File: src/rtl/nn_stream_framer_if.sv
// Pixel stream bundle between the camera side and the framer output toward conv_nn.
// Optional err_cnt_o member exists only when NN_FRAMER_ERR_CNT_EN is defined.
interface nn_stream_framer_if #(
    parameter int DATA_WIDTH = 8
);
    logic [DATA_WIDTH-1:0] data_i;
    logic                  data_valid_i;
    logic                  frame_start_i;
    logic [DATA_WIDTH-1:0] data_o;
    logic                  data_valid_o;
    logic                  sop_o;
    logic                  eop_o;
    logic                  sof_o;
    logic                  eof_o;
    logic                  busy_o;
    logic                  err_o;
`ifdef NN_FRAMER_ERR_CNT_EN
    logic [15:0]           err_cnt_o;
`endif

    modport slave (
`ifdef NN_FRAMER_ERR_CNT_EN
        output err_cnt_o,
`endif
        input  data_i, data_valid_i, frame_start_i,
        output data_o, data_valid_o, sop_o, eop_o, sof_o, eof_o, busy_o, err_o
    );

    modport master (
`ifdef NN_FRAMER_ERR_CNT_EN
        input  err_cnt_o,
`endif
        output data_i, data_valid_i, frame_start_i,
        input  data_o, data_valid_o, sop_o, eop_o, sof_o, eof_o, busy_o, err_o
    );
endinterface

File: src/rtl/nn_stream_framer.sv
// Frames a raw camera pixel stream into lines/frames with sop/eop/sof/eof markers.
// Define NN_FRAMER_ERR_CNT_EN to add the saturating 16-bit framing-error counter.
module nn_stream_framer #(
    parameter int DATA_WIDTH = 8,
    parameter int LINE_LEN   = 320,
    parameter int LINE_NUM   = 240
) (
    input  logic                clk,
    input  logic                reset,
    nn_stream_framer_if.slave   bus
);
    localparam int CW = (LINE_LEN > 1) ? $clog2(LINE_LEN) : 1;
    localparam int RW = (LINE_NUM > 1) ? $clog2(LINE_NUM) : 1;

    typedef enum logic {IDLE, ACTIVE} state_t;

    state_t                state_q;
    logic [CW-1:0]         col_q;
    logic [RW-1:0]         row_q;
    logic [DATA_WIDTH-1:0] data_q;
    logic                  valid_q, sop_q, eop_q, sof_q, eof_q, err_q;

    logic                  start, cur_eof, restart, emit, err_d;
    logic [CW-1:0]         pos_col, col_d;
    logic [RW-1:0]         pos_row, row_d;
    logic                  p_sop, p_eop, p_sof, p_eof;

    assign start   = bus.data_valid_i & bus.frame_start_i;
    assign cur_eof = (col_q == CW'(LINE_LEN - 1)) && (row_q == RW'(LINE_NUM - 1));
    // A start landing on the pixel that completes the frame closes it instead of restarting.
    assign restart = start && !((state_q == ACTIVE) && cur_eof);
    assign emit    = bus.data_valid_i && ((state_q == ACTIVE) || start);
    assign err_d   = start && (state_q == ACTIVE);

    assign pos_col = restart ? '0 : col_q;
    assign pos_row = restart ? '0 : row_q;
    assign p_sop   = (pos_col == '0);
    assign p_eop   = (pos_col == CW'(LINE_LEN - 1));
    assign p_sof   = p_sop && (pos_row == '0);
    assign p_eof   = p_eop && (pos_row == RW'(LINE_NUM - 1));

    always_comb begin
        col_d = pos_col + CW'(1);
        row_d = pos_row;
        if (p_eof) begin
            col_d = '0;
            row_d = '0;
        end else if (p_eop) begin
            col_d = '0;
            row_d = pos_row + RW'(1);
        end
    end

    always_ff @(posedge clk) begin
        if (reset) begin
            state_q <= IDLE;
            col_q   <= '0;
            row_q   <= '0;
            data_q  <= '0;
            valid_q <= 1'b0;
            sop_q   <= 1'b0;
            eop_q   <= 1'b0;
            sof_q   <= 1'b0;
            eof_q   <= 1'b0;
            err_q   <= 1'b0;
        end else begin
            valid_q <= emit;
            sop_q   <= emit & p_sop;
            eop_q   <= emit & p_eop;
            sof_q   <= emit & p_sof;
            eof_q   <= emit & p_eof;
            err_q   <= err_d;
            if (emit) begin
                data_q  <= bus.data_i;
                col_q   <= col_d;
                row_q   <= row_d;
                state_q <= p_eof ? IDLE : ACTIVE;
            end
        end
    end

    assign bus.data_o       = data_q;
    assign bus.data_valid_o = valid_q;
    assign bus.sop_o        = sop_q;
    assign bus.eop_o        = eop_q;
    assign bus.sof_o        = sof_q;
    assign bus.eof_o        = eof_q;
    assign bus.err_o        = err_q;
    assign bus.busy_o       = (state_q == ACTIVE);

`ifdef NN_FRAMER_ERR_CNT_EN
    logic [15:0] err_cnt_q;

    always_ff @(posedge clk) begin
        if (reset) begin
            err_cnt_q <= '0;
        end else if (err_d && (err_cnt_q != 16'hFFFF)) begin
            err_cnt_q <= err_cnt_q + 16'd1;
        end
    end

    assign bus.err_cnt_o = err_cnt_q;
`endif
endmodule

File: src/flat_wrapper.sv
// flat-port wrapper written by rule: the top's interface ports become plain ports
module nn_stream_framer_flat 
#(
    parameter int DATA_WIDTH = 8,
    parameter int LINE_LEN   = 320,
    parameter int LINE_NUM   = 240
)
  (clk, reset, bus_data_i, bus_data_valid_i, bus_frame_start_i, bus_data_o, bus_data_valid_o, bus_sop_o, bus_eop_o, bus_sof_o, bus_eof_o, bus_busy_o, bus_err_o);
  nn_stream_framer_if #(.DATA_WIDTH(DATA_WIDTH)) bus_i ();
  input  logic clk;
  input  logic reset;
  input wire logic [$bits(bus_i.data_i)-1:0] bus_data_i;
  input wire logic [$bits(bus_i.data_valid_i)-1:0] bus_data_valid_i;
  input wire logic [$bits(bus_i.frame_start_i)-1:0] bus_frame_start_i;
  output wire logic [$bits(bus_i.data_o)-1:0] bus_data_o;
  output wire logic [$bits(bus_i.data_valid_o)-1:0] bus_data_valid_o;
  output wire logic [$bits(bus_i.sop_o)-1:0] bus_sop_o;
  output wire logic [$bits(bus_i.eop_o)-1:0] bus_eop_o;
  output wire logic [$bits(bus_i.sof_o)-1:0] bus_sof_o;
  output wire logic [$bits(bus_i.eof_o)-1:0] bus_eof_o;
  output wire logic [$bits(bus_i.busy_o)-1:0] bus_busy_o;
  output wire logic [$bits(bus_i.err_o)-1:0] bus_err_o;
  assign bus_i.data_i = bus_data_i;
  assign bus_i.data_valid_i = bus_data_valid_i;
  assign bus_i.frame_start_i = bus_frame_start_i;
  assign bus_data_o = bus_i.data_o;
  assign bus_data_valid_o = bus_i.data_valid_o;
  assign bus_sop_o = bus_i.sop_o;
  assign bus_eop_o = bus_i.eop_o;
  assign bus_sof_o = bus_i.sof_o;
  assign bus_eof_o = bus_i.eof_o;
  assign bus_busy_o = bus_i.busy_o;
  assign bus_err_o = bus_i.err_o;
  nn_stream_framer #(.DATA_WIDTH(DATA_WIDTH), .LINE_LEN(LINE_LEN), .LINE_NUM(LINE_NUM)) u_core (.clk(clk), .reset(reset), .bus(bus_i));
endmodule
File: config.mk
export PLATFORM = sky130hd
export DESIGN_NAME = nn_stream_framer_flat
export DESIGN_NICKNAME = d
export VERILOG_FILES = /design/src/rtl/nn_stream_framer_if.sv /design/src/rtl/nn_stream_framer.sv /design/src/flat_wrapper.sv
export SDC_FILE = /design/constraint.sdc
export NUM_CORES = 1
export LEC_CHECK = 0
export BUFFER_PORTS_ARGS = -buffer_cell sky130_fd_sc_hd__buf_2
export CORE_ASPECT_RATIO = 0.9
export CORE_MARGIN = 2
export CORE_UTILIZATION = 33
export CTS_CLUSTER_SIZE = 40
export DETAILED_ROUTE_END_ITERATION = 10
export PLACE_DENSITY = 0.61
export SLEW_MARGIN = 5
export SYNTH_ARGS = -nofsm -noshare
export SYNTH_HDL_FRONTEND = slang
export SYNTH_SLANG_ARGS = --single-unit
File: constraint.sdc
create_clock -name clk -period 4.6 [get_ports clk]
set_clock_uncertainty 0.1 [all_clocks]
set_input_delay 0.46 -clock clk [delete_from_list [all_inputs] [get_ports clk]]
set_output_delay 0.46 -clock clk [all_outputs]
set_load 0.005 [all_outputs]
==> flow_metrics.py, run 1 <==
metrics = {
    "setup_path": {
        "crit_slowest_cell": "nor4_2",
        "regToRegSetupSlack_ns": 1.19,
        "critical_path_class": "flop to flop",
        "worstPathCellList": "or3b_1 -> nor4_4 -> a41o_1 -> and2_1 -> ha_1 -> nand3_1 -> nor4_2 -> nand3_1 -> a41oi_1 -> a31oi_1",
        "critPathCaptureType": "flop",
        "crit_top_cell": "nand3_1",
        "crit_path_start_kind": "flop",
        "slowest_delay_ns": 0.64,
        "cp.required_ns": 4.67,
        "crit_fanout": 9,
        "cp.arrival_ns": 3.48,
    },
    "die": {
        "initial_core_util_pct": 34.11,
        "die_x_um": 78.52,
        "die_area_sq_um": 5580,
        "core_area_sq_um": 4835,
        "ios": 27,
        "rows": 24,
        "die_h_um": 71.07,
    },
    "synth": {
        "synth_top_area_cell": "dfxtp_1",
        "netlist_area_sq_um": 1649,
        "syn_area_per_cell_sq_um": 8.005,
        "synth.most_common_cell": "nand2_1",
        "synth_edf_count": 0,
        "synth_common_cells": "nand2_1 (36), dfxtp_1 (32), a21oi_1 (19)",
        "syn_inst": 206,
        "ys_warn_count": 0,
        "ys.flop_type": "dfxtp_1",
        "ys_seq_area_share_pct": 38.85,
        "synth_area_leaders": "dfxtp_1 (39%), nand2_1 (8.2%), a21oi_1 (5.8%)",
        "synth_nets": 222,
        "netlist.area_leader.share_pct": 38.85,
        "async_flop_share_pct": 0,
        "ys_types": 39,
        "synth_seq_cells": 32,
    },
    "layout": {
        "multi_input_area_sq_um": 914.6,
        "fillers": 518,
        "nets": 245,
        "syn_to_final_growth_pct": 15.48,
        "n_antenna_cell": 0,
        "layout-drive-gt1-share_pct": 17.90,
        "regArea_sq_um": 640.6,
    },
    "power": {
        "powerDensity_nw_per_um2": 282.8,
        "ir_drop_mv": 0.1131,
        "total_power_uw": 538.5,
        "p_leak_nw": 0.6986,
    },
    "detailed_routing": {
        "vias": 1569,
        "drt_iter0_drc": 133,
        "wl_mm": 3.775,
        "drc": 0,
        "avgRoutedWirePerCell_um": 12.84,
        "first_pass_iters": 4,
        "via_per_inst": 5.337,
        "antenna_left": 0,
    },
    "grt": {
        "grt_start_max_net_pins": 33,
        "grt_pass1_vias": 1380,
        "grt_usage_pct": 14.57,
        "grt_first_pass_wirelength_mm": 6.506,
        "antenna_found_initial": 0,
        "grt.overflow.total": 0,
    },
    "sta": {
        "timing.final.ws_setup_ns": 1.190,
        "setup_violations": 0,
        "whs_ns": 0.3157,
        "final_max_slew_viol_count": 0,
        "worst_pin_slew_ns": 0.7846,
        "final.min_clock_period_ns": 3.410,
        "layout_worst_path_cycle_share_pct": 74.13,
        "hold_viol": 0,
        "finalSetupTns_ns": 0,
        "fmax_mhz": 293.2,
        "rsz0062_at_grt": "no",
        "maxSlewHeadroom_pct": 47.26,
    },
    "cts": {
        "h-tree-depth": 2,
        "clk_pin_slew_ns": 0.07,
        "clock_sinks": 32,
        "cts_resized": 0,
        "cts_hold_buf": 0,
        "clkLatencyLatePin_ns": 0.28,
        "ctsLongestPathBuffers": 2,
        "cts-root-buf": "clkbuf_8",
        "cts_buffers": 5,
        "postCtsSetupBuffers": 0,
        "cts_tree": "built",
    },
    "place": {
        "io_buffers": 26,
        "place_ws_ns": 1.227,
        "dp_hpwl_mm": 2.566,
        "gp_congestion": 0.8588,
    },
    "status": {
        "status": "finished clean",
    },
    "flow_run": {
        "maxCapViolCount": 0,
    },
    "hold_path": {
        "hp-class": "input port to flop",
    },
}
## routing by layer
| metal | wire, um | vias up | global-route usage [%] | share of wire, % |
|---|---|---|---|---|
| li1 | - | 798 | - | - |
| met1 | 1910 | 727 | 21.72 | 51 |
| met2 | 1630 | 38 | 19.56 | 43 |
| met3 | 181 | 6 | 3.571 | 4.8 |
| met4 | 51 | 0 | 6.628 | 1.4 |
| met5 | 0 | - | 0 | 0 |
## where the power goes
group,internal [mW],total (mW),leakage (nW),switching (mW)
Combinational,0.0185,0.0489,0.398,0.0305
Sequential,0.284,0.289,0.260,0.00430
Clock,0.103,0.201,0.0410,0.0984
## kinds of logic (layout without fill, tap and decap cells)
logic type	after synthesis	in the layout	synth area share [%]
AOI/OAI and AO/OA	50	50	20.94
adders and majority gates	4	4	3.035
buffers and inverters	23	46	5.918
DFF	32	32	38.85
and+or+nand+nor	97	97	31.26
## stage by stage
step / area, sq um / utilization [%] / cells
global route: 1904 / 39.39 / 294
CTS: 1904 / 39.39 / 294
floorplan: 1649 / - / 206
finish: 1904 / 39.39 / 294
detailed placement: 1827 / 37.78 / 287
global placement: 1827 / 37.78 / 287
## final timing paths
| kind | depth (start not counted) | from | end |
|---|---|---|---|
| worst max-delay path | 10 | u_core.col_q[8] | u_core.row_q[3] |
| worst min-delay path | 3 | bus_data_i[2] | u_core.bus.data_o[2] |
| worst max register to register | 10 | u_core.col_q[8] | u_core.row_q[3] |
| worst min register to register | 2 | u_core.bus.data_o[3] | u_core.bus.data_o[3] |
## critical path, delay by kind of cell, from the launching register on
| family | cells | cell delay (ns) |
|---|---|---|
| and+or+nand+nor | 6 | 2.00 |
| AOI/OAI and AO/OA | 3 | 0.62 |
| DFF | 1 | 0.39 |
| adders and majority gates | 1 | 0.17 |
## layout by cell type, fill, tap and decap left out, drive strengths merged
cell	n
a311oi	2
and4b	1
or2	1
dfxtp	32
nand3	9
nand2b	4
o32ai	6
a41oi	4
and3	3
a21oi	19
or3b	1
nor2	11
buf	29
o31ai	3
nor3	6
nand3b	1
o21ai	5
o21a	1
or4	6
nor3b	1
a211o	1
a31oi	6
clkbuf	6
clkinv	1
inv	10
or4b	2
o211ai	2
or3	3
a41o	1
and2	2
nand2	36
nor2b	1
ha	4
nand4	6
nor4	3
## layout make-up
class / instances / share of cell area, %
Timing Repair Buffer: 29 / 8.016
Sequential cell: 32 / 33.64
Inverter: 10 / 1.971
Multi-Input combinational cell: 151 / 48.03
Clock inverter: 1 / 0.2628
Clock buffer: 6 / 3.811
Tap cell: 65 / 4.271
## sequential cells by signal, indices dropped and copies added (netlist names)
name                     flops
u_core.bus.sof_o             1
u_core.bus.eop_o             1
u_core.row_q                 8
u_core.bus.eof_o             1
u_core.bus.busy_o            1
u_core.bus.data_valid_o      1
u_core.bus.sop_o             1
u_core.bus.data_o            8
u_core.col_q                 9
u_core.bus.err_o             1
No activity file was read; power rests on OpenSTA's default activity.
==> run 2: changes to the inputs <==
==> constraint.sdc (replaced) <==
create_clock -name clk -period 3.27 [get_ports clk]
set_clock_uncertainty 0.1 [all_clocks]
set_input_delay 0.327 -clock clk [delete_from_list [all_inputs] [get_ports clk]]
set_output_delay 0.327 -clock clk [all_outputs]
set_load 0.005 [all_outputs]
==> flow_metrics.py, run 2 (synthesized netlist as in run 1, its figures left out) <==
metrics = {
    "sta": {
        "final.min_clock_period_ns": 3.082,
        "layout_worst_path_cycle_share_pct": 94.26,
        "fmax_mhz": 324.4,
        "final_max_slew_viol_count": 0,
        "maxSlewHeadroom_pct": 48.99,
        "setup_violations": 0,
        "rsz0062_at_grt": "no",
        "whs_ns": 0.1781,
        "hold_viol": 0,
        "worst_pin_slew_ns": 0.7623,
        "timing.final.ws_setup_ns": 0.1876,
        "finalSetupTns_ns": 0,
    },
    "die": {
        "die_h_um": 71.07,
        "rows": 24,
        "die_area_sq_um": 5580,
        "core_area_sq_um": 4835,
        "initial_core_util_pct": 34.11,
        "die_x_um": 78.52,
        "ios": 27,
    },
    "grt": {
        "grt_pass1_vias": 1377,
        "grt_usage_pct": 15.23,
        "grt_start_max_net_pins": 33,
        "grt_first_pass_wirelength_mm": 6.699,
        "antenna_found_initial": 0,
        "grt.overflow.total": 0,
    },
    "layout": {
        "layout-drive-gt1-share_pct": 22.55,
        "final_cell_mix": "nand2_1 (36), dfxtp_1 (31), buf_2 (26), a21oi_1 (19), nor2_1 (11)",
        "largest-register": "u_core.col_q",
        "nets": 250,
        "largest_register_ff_count": 9,
        "final_common_cell": "nand2_1",
        "syn_to_final_growth_pct": 22.91,
        "n_antenna_cell": 0,
        "fin_util_pct": 41.93,
    },
    "cts": {
        "cts-root-buf": "clkbuf_8",
        "cts_buffers": 5,
        "clock_sinks": 32,
        "clkLatencyLatePin_ns": 0.28,
        "cts_tree": "built",
        "clk_pin_slew_ns": 0.07,
        "h-tree-depth": 2,
        "ctsLongestPathBuffers": 2,
    },
    "power": {
        "powerDensity_nw_per_um2": 439.8,
        "ir_drop_mv": 0.1744,
        "p_leak_nw": 0.7495,
    },
    "hold_path": {
        "hp-class": "input port to flop",
    },
    "detailed_routing": {
        "first_pass_iters": 4,
        "via_per_inst": 5.237,
        "drc": 0,
        "vias": 1571,
        "drt_iter0_drc": 170,
        "wl_mm": 3.980,
        "antenna_left": 0,
        "avgRoutedWirePerCell_um": 13.27,
    },
    "place": {
        "io_buffers": 26,
        "place_ws_ns": 0.08945,
        "gp_congestion": 0.8505,
        "dp_hpwl_mm": 2.738,
    },
    "setup_path": {
        "crit_fanout": 8,
        "cp.arrival_ns": 3.17,
        "critPathCaptureType": "flop",
        "critical_path_class": "flop to flop",
        "cp.required_ns": 3.36,
        "crit_path_start_kind": "flop",
    },
    "flow_run": {
        "maxCapViolCount": 0,
    },
    "status": {
        "status": "finished clean",
    },
}
## run 2: through the flow
step / cells / instance area (sq um) / total power [mW]
floorplan: 206 / 1652 / 0.4573
global placement: 292 / 1864 / 0.4864
detailed placement: 292 / 1864 / 0.4867
CTS: 300 / 1991 / 0.9002
global route: 300 / 2027 / 0.9255
finish: 300 / 2027 / 0.8914
## run 2: worst paths after layout
check,endpoint,from,depth (start not counted),slack [ns]
max,u_core.col_q[6],u_core.col_q[7],9,0.19
max reg2reg,u_core.col_q[6],u_core.col_q[7],9,0.19
min,u_core.bus.data_o[7],bus_data_i[7],3,0.18
min reg2reg,u_core.bus.data_o[2],u_core.bus.data_o[2],2,0.35
## run 2: cell type report
type	instances	area [sq um]
well taps	65	81.33
clock buffers	7	96.34
fillers	494	2808
repair buffers	34	190.2
multi-input cells	151	949.7
inverters	10	37.54
flip-flops and latches	32	641.9
clock inverters	1	30.03
## run 2: power breakdown
group	switching [mW]	internal, mW
Sequential	0.00558	0.400
Combinational	0.0447	0.0283
Clock	0.144	0.269
Total	0.195	0.697
## run 2: metal layers
metal,part of all wire (%),track usage [%],vias to the layer above
met5,0,0,-
met4,0.58,6.043,0
met3,5.1,4.337,2
met2,44,20.80,46
met1,51,22.42,715
li1,-,-,808
## run 2: critical path, stage by stage (launching register included)
cell     delay (ns)
dfxtp_1        0.37
or3b_4         0.41
nor4_4         0.33
a41o_1         0.28
and2_1         0.21
ha_4           0.17
nand3_4        0.11
or2_4          0.26
or4b_2         0.61
o32ai_1        0.14
## run 2: repair_timing
item | in CTS | in global routing
endpoints found under the setup margin | 0 | 7
hold buffers | 0 | 0
gates resized for setup | 0 | 8
setup buffers | 0 | 0
